`src/rtl/bpu_cnt_reader_pkg.sv`:
```
// Shared types and constants for the branch-statistics frame reader.
// Frame layout: header, five counters, then an XOR check word.
package bpu_cnt_reader_pkg;

    typedef enum logic {
        ST_IDLE = 1'b0,
        ST_SEND = 1'b1
    } state_e;

    localparam int NCNT           = 5;
    localparam int NWORDS_DEFAULT = 7;

    localparam logic [2:0] IDX_HDR   = 3'd0;
    localparam logic [2:0] IDX_JB    = 3'd1;
    localparam logic [2:0] IDX_WRONG = 3'd2;
    localparam logic [2:0] IDX_J     = 3'd3;
    localparam logic [2:0] IDX_B     = 3'd4;
    localparam logic [2:0] IDX_R     = 3'd5;
    localparam logic [2:0] IDX_XOR   = 3'd6;

    localparam logic [15:0] HDR_LO        = 16'h0005;
    localparam logic [15:0] MAGIC_DEFAULT = 16'hB9C0;

endpackage

```
`src/rtl/bpu_cnt_timer.sv`:
```
// Free-running auto-dump interval timer: pulses fire once every `period` cycles.
// A period of zero parks the timer at 0 and never fires.
module bpu_cnt_timer (
    input  logic        clk,
    input  logic        reset,
    input  logic [15:0] period,
    output logic        fire
);

    logic [15:0] timer_q;
    logic [15:0] timer_d;

    // A period lowered below the current count lets the timer run on and wrap.
    always_comb begin
        timer_d = timer_q + 16'd1;
        fire    = 1'b0;
        if (period == 16'd0) begin
            timer_d = 16'd0;
        end else if (timer_q == period - 16'd1) begin
            timer_d = 16'd0;
            fire    = 1'b1;
        end
    end

    always_ff @(posedge clk or posedge reset) begin
        if (reset) begin
            timer_q <= 16'd0;
        end else begin
            timer_q <= timer_d;
        end
    end

endmodule

```
`src/rtl/bpu_cnt_reader.sv`:
```
// Snapshots five branch-statistics counters and streams them out as a
// 7-word valid/ready frame, on request or on a periodic auto trigger.
module bpu_cnt_reader
    import bpu_cnt_reader_pkg::*;
#(
    parameter logic [15:0] MAGIC  = MAGIC_DEFAULT,
    parameter int          NWORDS = NWORDS_DEFAULT
) (
    input  logic        clk,
    input  logic        reset,
    input  logic [31:0] jb_cnt,
    input  logic [31:0] wrong_cnt,
    input  logic [31:0] j_cnt,
    input  logic [31:0] b_cnt,
    input  logic [31:0] r_cnt,
    input  logic        dump_req,
    input  logic [15:0] auto_period,
    input  logic        out_ready,
    output logic        out_valid,
    output logic [31:0] out_data,
    output logic [2:0]  out_idx,
    output logic        out_last,
    output logic        busy,
    output logic [7:0]  dump_cnt
);

    localparam logic [2:0] LAST_IDX = 3'(NWORDS - 1);

    state_e      state_q, state_d;
    logic        out_valid_q, out_valid_d;
    logic [31:0] out_data_q, out_data_d;
    logic [2:0]  out_idx_q, out_idx_d;
    logic        out_last_q, out_last_d;
    logic        pending_q, pending_d;
    logic [7:0]  dump_cnt_q, dump_cnt_d;
    logic [31:0] snap_q [NCNT];
    logic [31:0] snap_d [NCNT];
    logic [31:0] live   [NCNT];

    logic        auto_fire;
    logic        req_now;
    logic        trigger;
    logic [2:0]  idx_inc;
    logic [31:0] snap_xor;
    logic [31:0] next_word;

    bpu_cnt_timer u_timer (
        .clk    (clk),
        .reset  (reset),
        .period (auto_period),
        .fire   (auto_fire)
    );

    assign live[0] = jb_cnt;
    assign live[1] = wrong_cnt;
    assign live[2] = j_cnt;
    assign live[3] = b_cnt;
    assign live[4] = r_cnt;

    assign req_now = dump_req | auto_fire;
    assign trigger = req_now | pending_q;
    assign idx_inc = out_idx_q + 3'd1;

    always_comb begin
        snap_xor = 32'd0;
        for (int i = 0; i < NCNT; i++) begin
            snap_xor = snap_xor ^ snap_q[i];
        end
    end

    always_comb begin
        next_word = {MAGIC, HDR_LO};
        unique case (idx_inc)
            IDX_JB:    next_word = snap_q[0];
            IDX_WRONG: next_word = snap_q[1];
            IDX_J:     next_word = snap_q[2];
            IDX_B:     next_word = snap_q[3];
            IDX_R:     next_word = snap_q[4];
            IDX_XOR:   next_word = snap_xor;
            default:   next_word = {MAGIC, HDR_LO};
        endcase
    end

    always_comb begin
        state_d     = state_q;
        out_valid_d = out_valid_q;
        out_data_d  = out_data_q;
        out_idx_d   = out_idx_q;
        out_last_d  = out_last_q;
        pending_d   = pending_q;
        dump_cnt_d  = dump_cnt_q;
        snap_d      = snap_q;

        unique case (state_q)
            ST_IDLE: begin
                if (trigger) begin
                    state_d     = ST_SEND;
                    out_valid_d = 1'b1;
                    out_idx_d   = IDX_HDR;
                    out_data_d  = {MAGIC, HDR_LO};
                    out_last_d  = 1'b0;
                    pending_d   = 1'b0;
                    snap_d      = live;
                end
            end
            ST_SEND: begin
                // One-deep queue: a second request while one is pending is lost.
                if (req_now) begin
                    pending_d = 1'b1;
                end
                if (out_ready) begin
                    if (out_last_q) begin
                        state_d     = ST_IDLE;
                        out_valid_d = 1'b0;
                        out_data_d  = 32'd0;
                        out_idx_d   = 3'd0;
                        out_last_d  = 1'b0;
                        dump_cnt_d  = dump_cnt_q + 8'd1;
                    end else begin
                        out_idx_d   = idx_inc;
                        out_data_d  = next_word;
                        out_last_d  = (idx_inc == LAST_IDX);
                    end
                end
            end
            default: state_d = ST_IDLE;
        endcase
    end

    always_ff @(posedge clk or posedge reset) begin
        if (reset) begin
            state_q     <= ST_IDLE;
            out_valid_q <= 1'b0;
            out_data_q  <= 32'd0;
            out_idx_q   <= 3'd0;
            out_last_q  <= 1'b0;
            pending_q   <= 1'b0;
            dump_cnt_q  <= 8'd0;
        end else begin
            state_q     <= state_d;
            out_valid_q <= out_valid_d;
            out_data_q  <= out_data_d;
            out_idx_q   <= out_idx_d;
            out_last_q  <= out_last_d;
            pending_q   <= pending_d;
            dump_cnt_q  <= dump_cnt_d;
        end
    end

    for (genvar gi = 0; gi < NCNT; gi++) begin : g_snap
        always_ff @(posedge clk or posedge reset) begin
            if (reset) begin
                snap_q[gi] <= 32'd0;
            end else begin
                snap_q[gi] <= snap_d[gi];
            end
        end
    end

    assign out_valid = out_valid_q;
    assign out_data  = out_data_q;
    assign out_idx   = out_idx_q;
    assign out_last  = out_last_q;
    assign busy      = (state_q == ST_SEND);
    assign dump_cnt  = dump_cnt_q;

endmodule

```
`config.mk`:
```
export PLATFORM = sky130hd
export DESIGN_NAME = bpu_cnt_reader
export DESIGN_NICKNAME = d
export VERILOG_FILES = /design/src/rtl/bpu_cnt_reader_pkg.sv /design/src/rtl/bpu_cnt_timer.sv /design/src/rtl/bpu_cnt_reader.sv
export SDC_FILE = /design/constraint.sdc
export NUM_CORES = 1
export LEC_CHECK = 0
export ABC_AREA = 1
export BUFFER_PORTS_ARGS = -buffer_cell sky130_fd_sc_hd__buf_2
export CAP_MARGIN = 20
export CORE_MARGIN = 2
export CORE_UTILIZATION = 50
export CTS_CLUSTER_SIZE = 20
export DETAILED_ROUTE_END_ITERATION = 16
export PLACE_DENSITY = 0.84
export SYNTH_ARGS = -nofsm -noshare
export SYNTH_HDL_FRONTEND = slang
export SYNTH_HIERARCHICAL = 1
export SYNTH_SLANG_ARGS = --single-unit
```
`constraint.sdc`:
```
create_clock -name clk -period 7 [get_ports clk]
set_input_delay 1.75 -clock clk [delete_from_list [all_inputs] [get_ports clk]]
set_output_delay 1.75 -clock clk [all_outputs]
set_load 0.05 [all_outputs]
```
## After elaboration in Yosys (flattened, before gate mapping)

Index checks and enable logic that the tools add are counted.
W data, S select, Z words.

| operators by class | value |
|---|---|
| equality and inequality tests | 11 |
| reduce and logical (&&, ||, !) cells | 6 |
| multiplexer cells | 27 |
| $add $sub $neg | 4 |
| bitwise operators | 7 |

Operator list:

| operator | count |
|---|---|
| $pmux W32 S6 | 1 |
| $xor A32 B32 Y32 | 4 |
| $mux W32 | 3 |
| $pmux W32 S2 | 1 |
| $mux W16 | 2 |
| $add A16 B1 Y16 const B | 1 |
| $eq A16 B16 Y1 | 1 |
| $logic_not A16 Y1 | 1 |
| $sub A16 B1 Y16 const B | 1 |
| $mux W1 | 12 |
| $eq A3 B3 Y1 const B | 3 |
| $mux W3 | 3 |
| $add A8 B1 Y8 const B | 1 |
| $pmux W1 S2 | 4 |
| $eq A3 B2 Y1 const B | 2 |
| $pmux W3 S2 | 1 |
| $reduce_and A2 Y1 | 3 |
| $reduce_and A3 Y1 | 2 |
| $ne A2 B1 Y1 const B | 2 |
| $ne A2 B2 Y1 const B | 2 |
| $add A3 B1 Y3 const B | 1 |
| $eq A3 B1 Y1 const B | 1 |
| $or A1 B1 Y1 | 2 |
| $not A1 Y1 | 1 |

| storage, ports and cells | value |
|---|---|
| word-level logic and storage cells | 68 |
| output and inout port bits | 46 |
| register bits | 223 |

## Depth between registers and ports, before layout

Gate-level depths: netlist (run 1).

| logic depth | value |
|---|---|
| depth in word-level cells | 8 |
| depth in mapped cells | 20 |
| depth with buffers taken out | 19 |

## By module

The synthesis (run 1) kept the hierarchy.

Modules (own cells, without submodules):

| module | instances | area each (µm²) | cells each |
|---|---|---|---|
| bpu_cnt_reader | 1 | 11,384.7 | 1,582 |
| bpu_cnt_timer | 1 | 1,851.8 | 278 |

## Worst setup path before layout (run 1)

OpenSTA, ideal clock, no wires.

| timing path | value |
|---|---|
| path kind | input to register |
| start point | input port auto_period[0] |
| end point | register snap_q[46] (netlist bit) |
| buffers on the path | 3 |
| stages | 19 |
| arrival time | 3,985 ps |
| path slack | 2,950 ps |
| path through | inv_1 -> ha_1 -> inv_1 -> nand2_1 -> nand2_1 -> nand2_1 -> nand2_1 -> nor2_1 -> nand2_1 -> nor2_2 -> nand3_2 -> nor3_1 -> nor3_2 -> nor2_1 -> buf_2 -> buf_2 -> buf_2 -> nand2_1 -> nand2_1 |

| between the ends | value |
|---|---|
| word-level cells in the longest chain between the ends | 7 |
| elaborated cells on any way between the ends | 8 |
| those cells by class | add/sub (1); eq/ne (1); mux (2); bitwise (2); reduce/logical (2) |

RTL lines:

| what | RTL line | source |
|---|---|---|
| from (decl) | bpu_cnt_reader.sv:17 | `input logic [15:0] auto_period,` |
| $sub A16 B1 Y16 | bpu_cnt_timer.sv:19 | `end else if (timer_q == period - 16'd1) begin` |
| $eq A16 B16 Y1 | bpu_cnt_timer.sv:19 |  |
| $mux W1 | bpu_cnt_timer.sv:19 |  |
| $mux W1 (*) | bpu_cnt_timer.sv:17 | `if (period == 16'd0) begin` |
| named net auto_fire | bpu_cnt_reader.sv:40 | `logic auto_fire;` |
| $or A1 B1 Y1 (*) | bpu_cnt_reader.sv:60 | `assign req_now = dump_req \| auto_fire;` |
| $or A1 B1 Y1 (*) | bpu_cnt_reader.sv:61 | `assign trigger = req_now \| pending_q;` |
| $reduce_and A2 Y1 (no line) (*) | -- |  |
| to (signal, indexed assignment) | bpu_cnt_reader.sv:155 | `snap_q[gi] <= snap_d[gi];` |
| to (decl) | bpu_cnt_reader.sv:36 | `logic [31:0] snap_q [NCNT];` |

The timed path passes the listed nets; every way through them passes the cells marked *.
A chain may end at the register's enable or synchronous reset.

## Final worst setup path (run 1)

| timing path | value |
|---|---|
| start point | input port auto_period[0] |
| end point | register out_data_q[6], in the netlist out_data[6] |

| between the ends | value |
|---|---|
| word-level cells in the longest chain between the ends | 8 |
| elaborated cells on any way between the ends | 9 |
| those cells by class | add/sub (1); eq/ne (2); mux (2); bitwise (2); reduce/logical (2) |

RTL lines:

| what | RTL line | source |
|---|---|---|
| $sub A16 B1 Y16 | bpu_cnt_timer.sv:19 |  |
| $eq A16 B16 Y1 | bpu_cnt_timer.sv:19 |  |
| $mux W1 | bpu_cnt_timer.sv:19 |  |
| $mux W1 (*) | bpu_cnt_timer.sv:17 |  |
| named net auto_fire | bpu_cnt_reader.sv:40 |  |
| $or A1 B1 Y1 (*) | bpu_cnt_reader.sv:60 |  |
| $or A1 B1 Y1 (*) | bpu_cnt_reader.sv:61 |  |
| $ne A2 B2 Y1 (no line) (*) | -- |  |
| $reduce_and A2 Y1 (no line) (*) | -- |  |
| to (signal assigned) | bpu_cnt_reader.sv:142 | `out_data_q <= out_data_d;` |
| to (decl) | bpu_cnt_reader.sv:31 | `logic [31:0] out_data_q, out_data_d;` |

Marked as above.

==> reports/metrics.csv, run 1 <==
metric;value;unit
fp.dieH;167;µm
cpMaxStageDelayCell;inv_2;
htree_levels;1;
holdBufCountCts;0;
grt_overflow;0;
finalCritPeriodShare;64.6;%
num_vias;12400;
cp_top_family;simple AND/OR/NAND/NOR gates;
whs;0.478;ns
cts_root_buf;clkbuf_16;
drv_slew;0;
skew;0.0103;ns
hold_viol;0;
ant_nets;0;
path_clk_slew;0.06;ns
initial_utilization;50.8;%
yosys_most_used_dff;dfrtp_1;
drt-pass1-iter-count;7;
syn_area;13200;µm²
critPathKind;in2reg;
synth_cell_types;35;
ioPinCount;226;
core_area;26100;µm²
path_cells;buf_2 > inv_1 > ha_1 > nand3_2 > nor2_2 > and3_1 > nor3_1 > nor3_2 > nor2_4 > clkinv_2 > nand2_1 > inv_2 > nand2_1 > nand2_1;
core.rowCount;59;
numCtsBuffers;26;
async_reset_ff_share;100;%
setup_viol;0;
synth_nets;2048;
postSynthAreaPerCell;7.12;µm²
cts_tree;yes;
worst_slew_pin_slew;1.18;ns
min_period;4.52;ns
final_util;59.7;%
hpwl;23700;µm
setup_tns;0;ns
layout.nets;2248;
total_power;7.34;mW
ys_warn_count;6;
grt_pass1_vias;12000;
synth_seq_cells;223;
grt_max_degree;219;
rsz0062_at_grt;no;
synth_seq_area_share;42.2;%
timing.fmax;221;MHz
drcViolationCount;0;
grt_pass1_wl;58000;µm
end_kind;flip-flop;
status;completed;
nFillCells;2319;
viasPerCell;5.15;
synth_edf_count;0;
max-vdd-ir-drop;0.366;mV
arrival;4.98;ns
die_area;27800;µm²
placed_area;14600;µm²
grtUsageTotal;25.2;%
antenna_found_initial;1;
stdcell_count;2416;
clk-insertion-delay-late;0.53;ns
cp.required;7.46;ns
area_growth;17.5;%
critical_path_buf_inv_count;4;
chipWidth;167;µm
path_max_fanout;32;
drtIter0Drc;1009;
post_cts_resized;0;
clk_path_buf_depth;3;
cp-start-kind;primary input;
postCtsSetupBuffers;0;
io_buffers;225;
cpPeakStageDelay;0.60;ns
setup_ws;2.48;ns
powerDensity;472;nW/µm²
slew_headroom;20.9;%
leakage;8.50;nW
drv_cap;0;
stdcell_area;15600;µm²
synthCells;1860;
wirelength;35500;µm
gp_congestion;0.859;
drive_above_1_share;16.2;%
dp_cells;2365;
clock_sinks;223;
hp-class;reg2reg;
dp_slack;1.90;ns
cpMostUsedCell;nand2_1;
wl_per_cell;14.7;µm
## Yosys cell counts, types with 4 or more instances
cell type | instances | share of area (%)
buf_4 | 5 | 0.28
buf_6 | 5 | 0.43
inv_1 | 127 | 3.6
nand2_1 | 908 | 26
o21ai_0 | 85 | 3.2
nor2_2 | 10 | 0.47
xnor2_1 | 59 | 3.9
nor2_4 | 7 | 0.60
clkbuf_1 | 21 | 0.60
nor3_2 | 12 | 0.91
nand3_2 | 8 | 0.60
nand3b_1 | 12 | 0.68
nor2_1 | 90 | 2.6
nand3_1 | 134 | 5.1
inv_2 | 6 | 0.17
ha_1 | 8 | 0.76
buf_1 | 5 | 0.14
nand2_4 | 4 | 0.34
nor3_1 | 4 | 0.15
xor2_1 | 68 | 4.5
buf_2 | 24 | 0.91
nand2_2 | 4 | 0.19
nand4_1 | 9 | 0.43
dfrtp_1 | 223 | 42
## layer usage
| metal | global-route usage (%) | wire length, µm | up-vias | share of wire, % |
|---|---|---|---|---|
| met5 | 0 | 0 | - | 0 |
| met4 | 8.62 | 1150 | 0 | 3.2 |
| met3 | 3.40 | 2300 | 82 | 6.5 |
| met2 | 42.7 | 16900 | 442 | 48 |
| met1 | 33.5 | 15200 | 5765 | 43 |
| li1 | - | - | 6160 | - |
## sequential cells by signal, summed over array words and instances, names as in the netlist
register         flops
pending_q            1
busy                 1
u_timer/timer_q     16
out_valid            1
snap_q             160
out_data            32
out_idx              3
out_last             1
dump_cnt             8
## tightest hold or removal path, cell delays in order (launching register included)
cell and delay [ns]:
dfrtp_1 0.34, nand2_1 0.05, nand2_1 0.05
## power breakdown
part           total, mW  switching, mW  internal [mW]
registers           2.48          0.629           1.85
clock network       1.45          0.548          0.903
logic               3.41           2.19           1.22
total               7.34           3.37           3.97
## cells by family (layout without fill, tap and decap cells)
| logic type | Yosys count | in the layout | share of synthesized area (%) |
|---|---|---|---|
| other | 0 | 1 | 0 |
| AOI/OAI and AO/OA | 95 | 95 | 3.66 |
| xor gates and xnor gates | 129 | 129 | 8.70 |
| and+or+nand+nor | 1212 | 1212 | 38.6 |
| adders and majority gates | 8 | 8 | 0.756 |
| DFF | 223 | 223 | 42.2 |
| buffers and inverters | 193 | 413 | 6.13 |
## layout by cell type, fill, tap and decap left out, types with 27 or more instances in the layout
master	n
dfrtp_1	223
nand2_1	908
nor2_1	89
inv_1	126
buf_2	225
clkbuf_16	27
xor2_1	68
o21ai_0	85
nand3_1	134
xnor2_1	59
## worst paths after layout
path	to	depth (start not counted)	from	slack [ns]
max	out_data[6]	14	auto_period[0]	2.48
min	out_data[2]	2	out_data[2]	0.48
max reg2reg	snap_q[29]	15	u_timer/timer_q[0]	3.98
min reg2reg	out_data[2]	2	out_data[2]	0.48
max in group asynchronous	snap_q[82]	3	reset	4.31
min in group asynchronous	u_timer/timer_q[6]	2	reset	1.33
## layout make-up
class	instances	area (µm²)	share of cell area, %
Multi-Input combinational cell	1444	6860	44.1
Sequential cell	223	5580	35.9
Inverter	133	504	3.24
Timing Repair Buffer	232	1260	8.08
Clock inverter	13	175	1.13
Antenna cell	1	2.50	0.0161
Clock buffer	35	756	4.86
Tap cell	335	419	2.70
(Power assumes the default switching activity.)
==> run 2, diff against run 1 <==
Clock period 7 ns to 4 ns, I/O delays scaled along.
==> run 2 against run 1 <==
  * Sequential power is 75% higher
  * Largest cell class unchanged
  * Utilization is the same
  * Die area is the same
  * Highest routed layer unchanged
  * Total power grew 74%
  * Final area did not move
  * First-iteration DRC count fell by 4.9%
==> reports/metrics.csv, run 2 (synthesized netlist as in run 1, its figures left out) <==
metric;value;unit;change
chipWidth;167;µm;unchanged
min_to;out_data[12];;
path_max_fanout;32;;unchanged
drtIter0Drc;960;;-4.9%
layout.nets;2257;;+0.40%
num_vias;12600;;+1.0%
end_kind;flip-flop;;
hpwl;24500;µm;+3.6%
status;completed;;
pwr-share-seq;33.8;%;about the same
dp_cells;2376;;+0.47%
core_area;26100;µm²;unchanged
grt_overflow;0;;unchanged
worst_slew_pin_slew;0.827;ns;-0.356 ns
stdcell_count;2423;;+0.29%
setup_ws;0.777;ns;-1.70 ns
grt_max_degree;105;;-52%
r2r_setup_slack;1.20;ns;-2.78 ns
htree_levels;1;;unchanged
gp_congestion;0.886;;+3.1%
grt_pass1_wl;59200;µm;+2.0%
timing.fmax;310;MHz;
die_area;27800;µm²;unchanged
final_util;59.7;%;unchanged
max-vdd-ir-drop;0.417;mV;+14%
skew;0.0143;ns;+0.00396 ns
fp.dieH;167;µm;unchanged
numCtsBuffers;26;;unchanged
drcViolationCount;0;;unchanged
drt-pass1-iter-count;5;;-2
power_frac_clock;19.3;%;-0.5 points
largest_reg_flops;160;;unchanged
slew_headroom;44.7;%;+24 points
total_power;12.8;mW;+74%
postCtsSetupBuffers;0;;unchanged
drv_slew;0;;unchanged
leakage;8.52;nW;+0.22%
cts_tree;yes;;
ant_nets;0;;unchanged
area_growth;17.5;%;unchanged
core.rowCount;59;;unchanged
initial_utilization;50.8;%;unchanged
clock_sinks;223;;unchanged
drive_above_1_share;16.5;%;+0.29 points
clk_path_buf_depth;3;;unchanged
drv_cap;0;;unchanged
worstReg2RegStart;u_timer/timer_q[11];;
powerDensity;823;nW/µm²;+74%
post_cts_resized;0;;unchanged
p_sw_share;46.2;%;+0.29 points
wirelength;36300;µm;+2.2%
final_cell_mix;908 x nand2_1, 225 x buf_2, 223 x dfrtp_1;;
hp-class;reg2reg;;
finalCritPeriodShare;80.6;%;
min_delay_path_depth;2;;unchanged
combPwrFrac;46.9;%;+0.4 points
p_int;6.88;mW;+73%
wl_per_cell;15.0;µm;+1.9%
r2r_end;out_data[21];;
largest_register;snap_q;;
critPathKind;in2reg;;
arrival;3.64;ns;-1.34 ns
hold_viol;0;;unchanged
ff2ff_path_depth;13;;-2
min_from;out_data[12];;
grtUsageTotal;25.8;%;+0.55 points
cts_root_buf;clkbuf_16;;
io_buffers;225;;unchanged
path_clk_slew;0.06;ns;about the same
ioPinCount;226;;unchanged
cp.required;4.42;ns;-3.04 ns
setup_viol;0;;unchanged
grt_pass1_vias;12400;;+3.6%
p_sw;5.91;mW;+75%
antenna_found_initial;2;;+1
viasPerCell;5.19;;+0.71%
dp_slack;0.232;ns;-1.67 ns
rsz0062_at_grt;no;;
cp-start-kind;primary input;;
clk-insertion-delay-late;0.53;ns;about the same
min_period;3.22;ns;
mostFrequentLayoutCell;nand2_1;;
setup_tns;0;ns;unchanged
holdBufCountCts;0;;unchanged
## run 2: cell count changes in the layout (fill, tap and decap cells not counted), sizes merged
cell,change
buf,+9
clkbuf,-1
bufinv,-1
diode,+1
clkinv,-1
## run 2: power groups by stage
stage | Combinational [mW] | Clock, mW | Sequential [mW]
floorplan | 4.15 | 0 | 4.63
global placement | 5.73 | 0 | 4.26
detailed placement | 5.95 | 0 | 4.32
CTS | 6.00 | 2.50 | 4.30
global route | 6.79 | 2.59 | 4.45
finish | 6.00 | 2.46 | 4.33
## run 2: layout make-up
class,count,area (µm²)
clock inverters,11,136
diodes,2,5.00
well taps,335,419
inverters,133,504
multi-input cells,1444,6860
clock buffers,34,752
fillers,2355,10500
repair buffers,241,1300
flip-flops and latches,223,5580
## run 2: per-layer routing
layer  vias up  GRT usage, %  part of all wire (%)
li1       6162             -                     -
met3       105          3.28                   6.0
met5         -             0                     0
met2       468          42.5                    47
met4         0          11.0                   3.7
met1      5839          34.4                    43
## run 2: worst max path at each step
stage,start,end,slack [ns],depth (start not counted)
after global placement,auto_period[0],out_data[23],0.33,19
after floorplan,reset,busy,0.31,1
after detailed placement,auto_period[0],out_data[24],0.23,17
after global routing,auto_period[0],out_data[27],0.42,17
after CTS,auto_period[0],out_data[27],0.76,19
final,auto_period[0],out_data[21],0.78,20
## run 2: metrics by stage
stage          instance area (µm²)  hold slack, ns
3_3_place_gp                 14700           0.457
6_report                     15600           0.474
4_1_cts                      15500           0.479
5_1_grt                      15600           0.496
3_5_place_dp                 14700           0.462
2_1_floorplan                13200           0.468
## run 2: critical path, cell delays in order
cell      delay [ns]
buf_2           0.10
inv_1           0.07
ha_1            0.28
inv_1           0.07
nand2_1         0.08
nand2_1         0.06
nand2_1         0.08
nand2_1         0.07
nor2_1          0.11
nand2_1         0.08
nor2_2          0.13
nand3_2         0.14
nor3_1          0.24
nor3_2          0.11
nor2_4          0.14
clkinv_2        0.10
nand2_1         0.16
inv_2           0.34
nand2_1         0.17
nand2_1         0.06
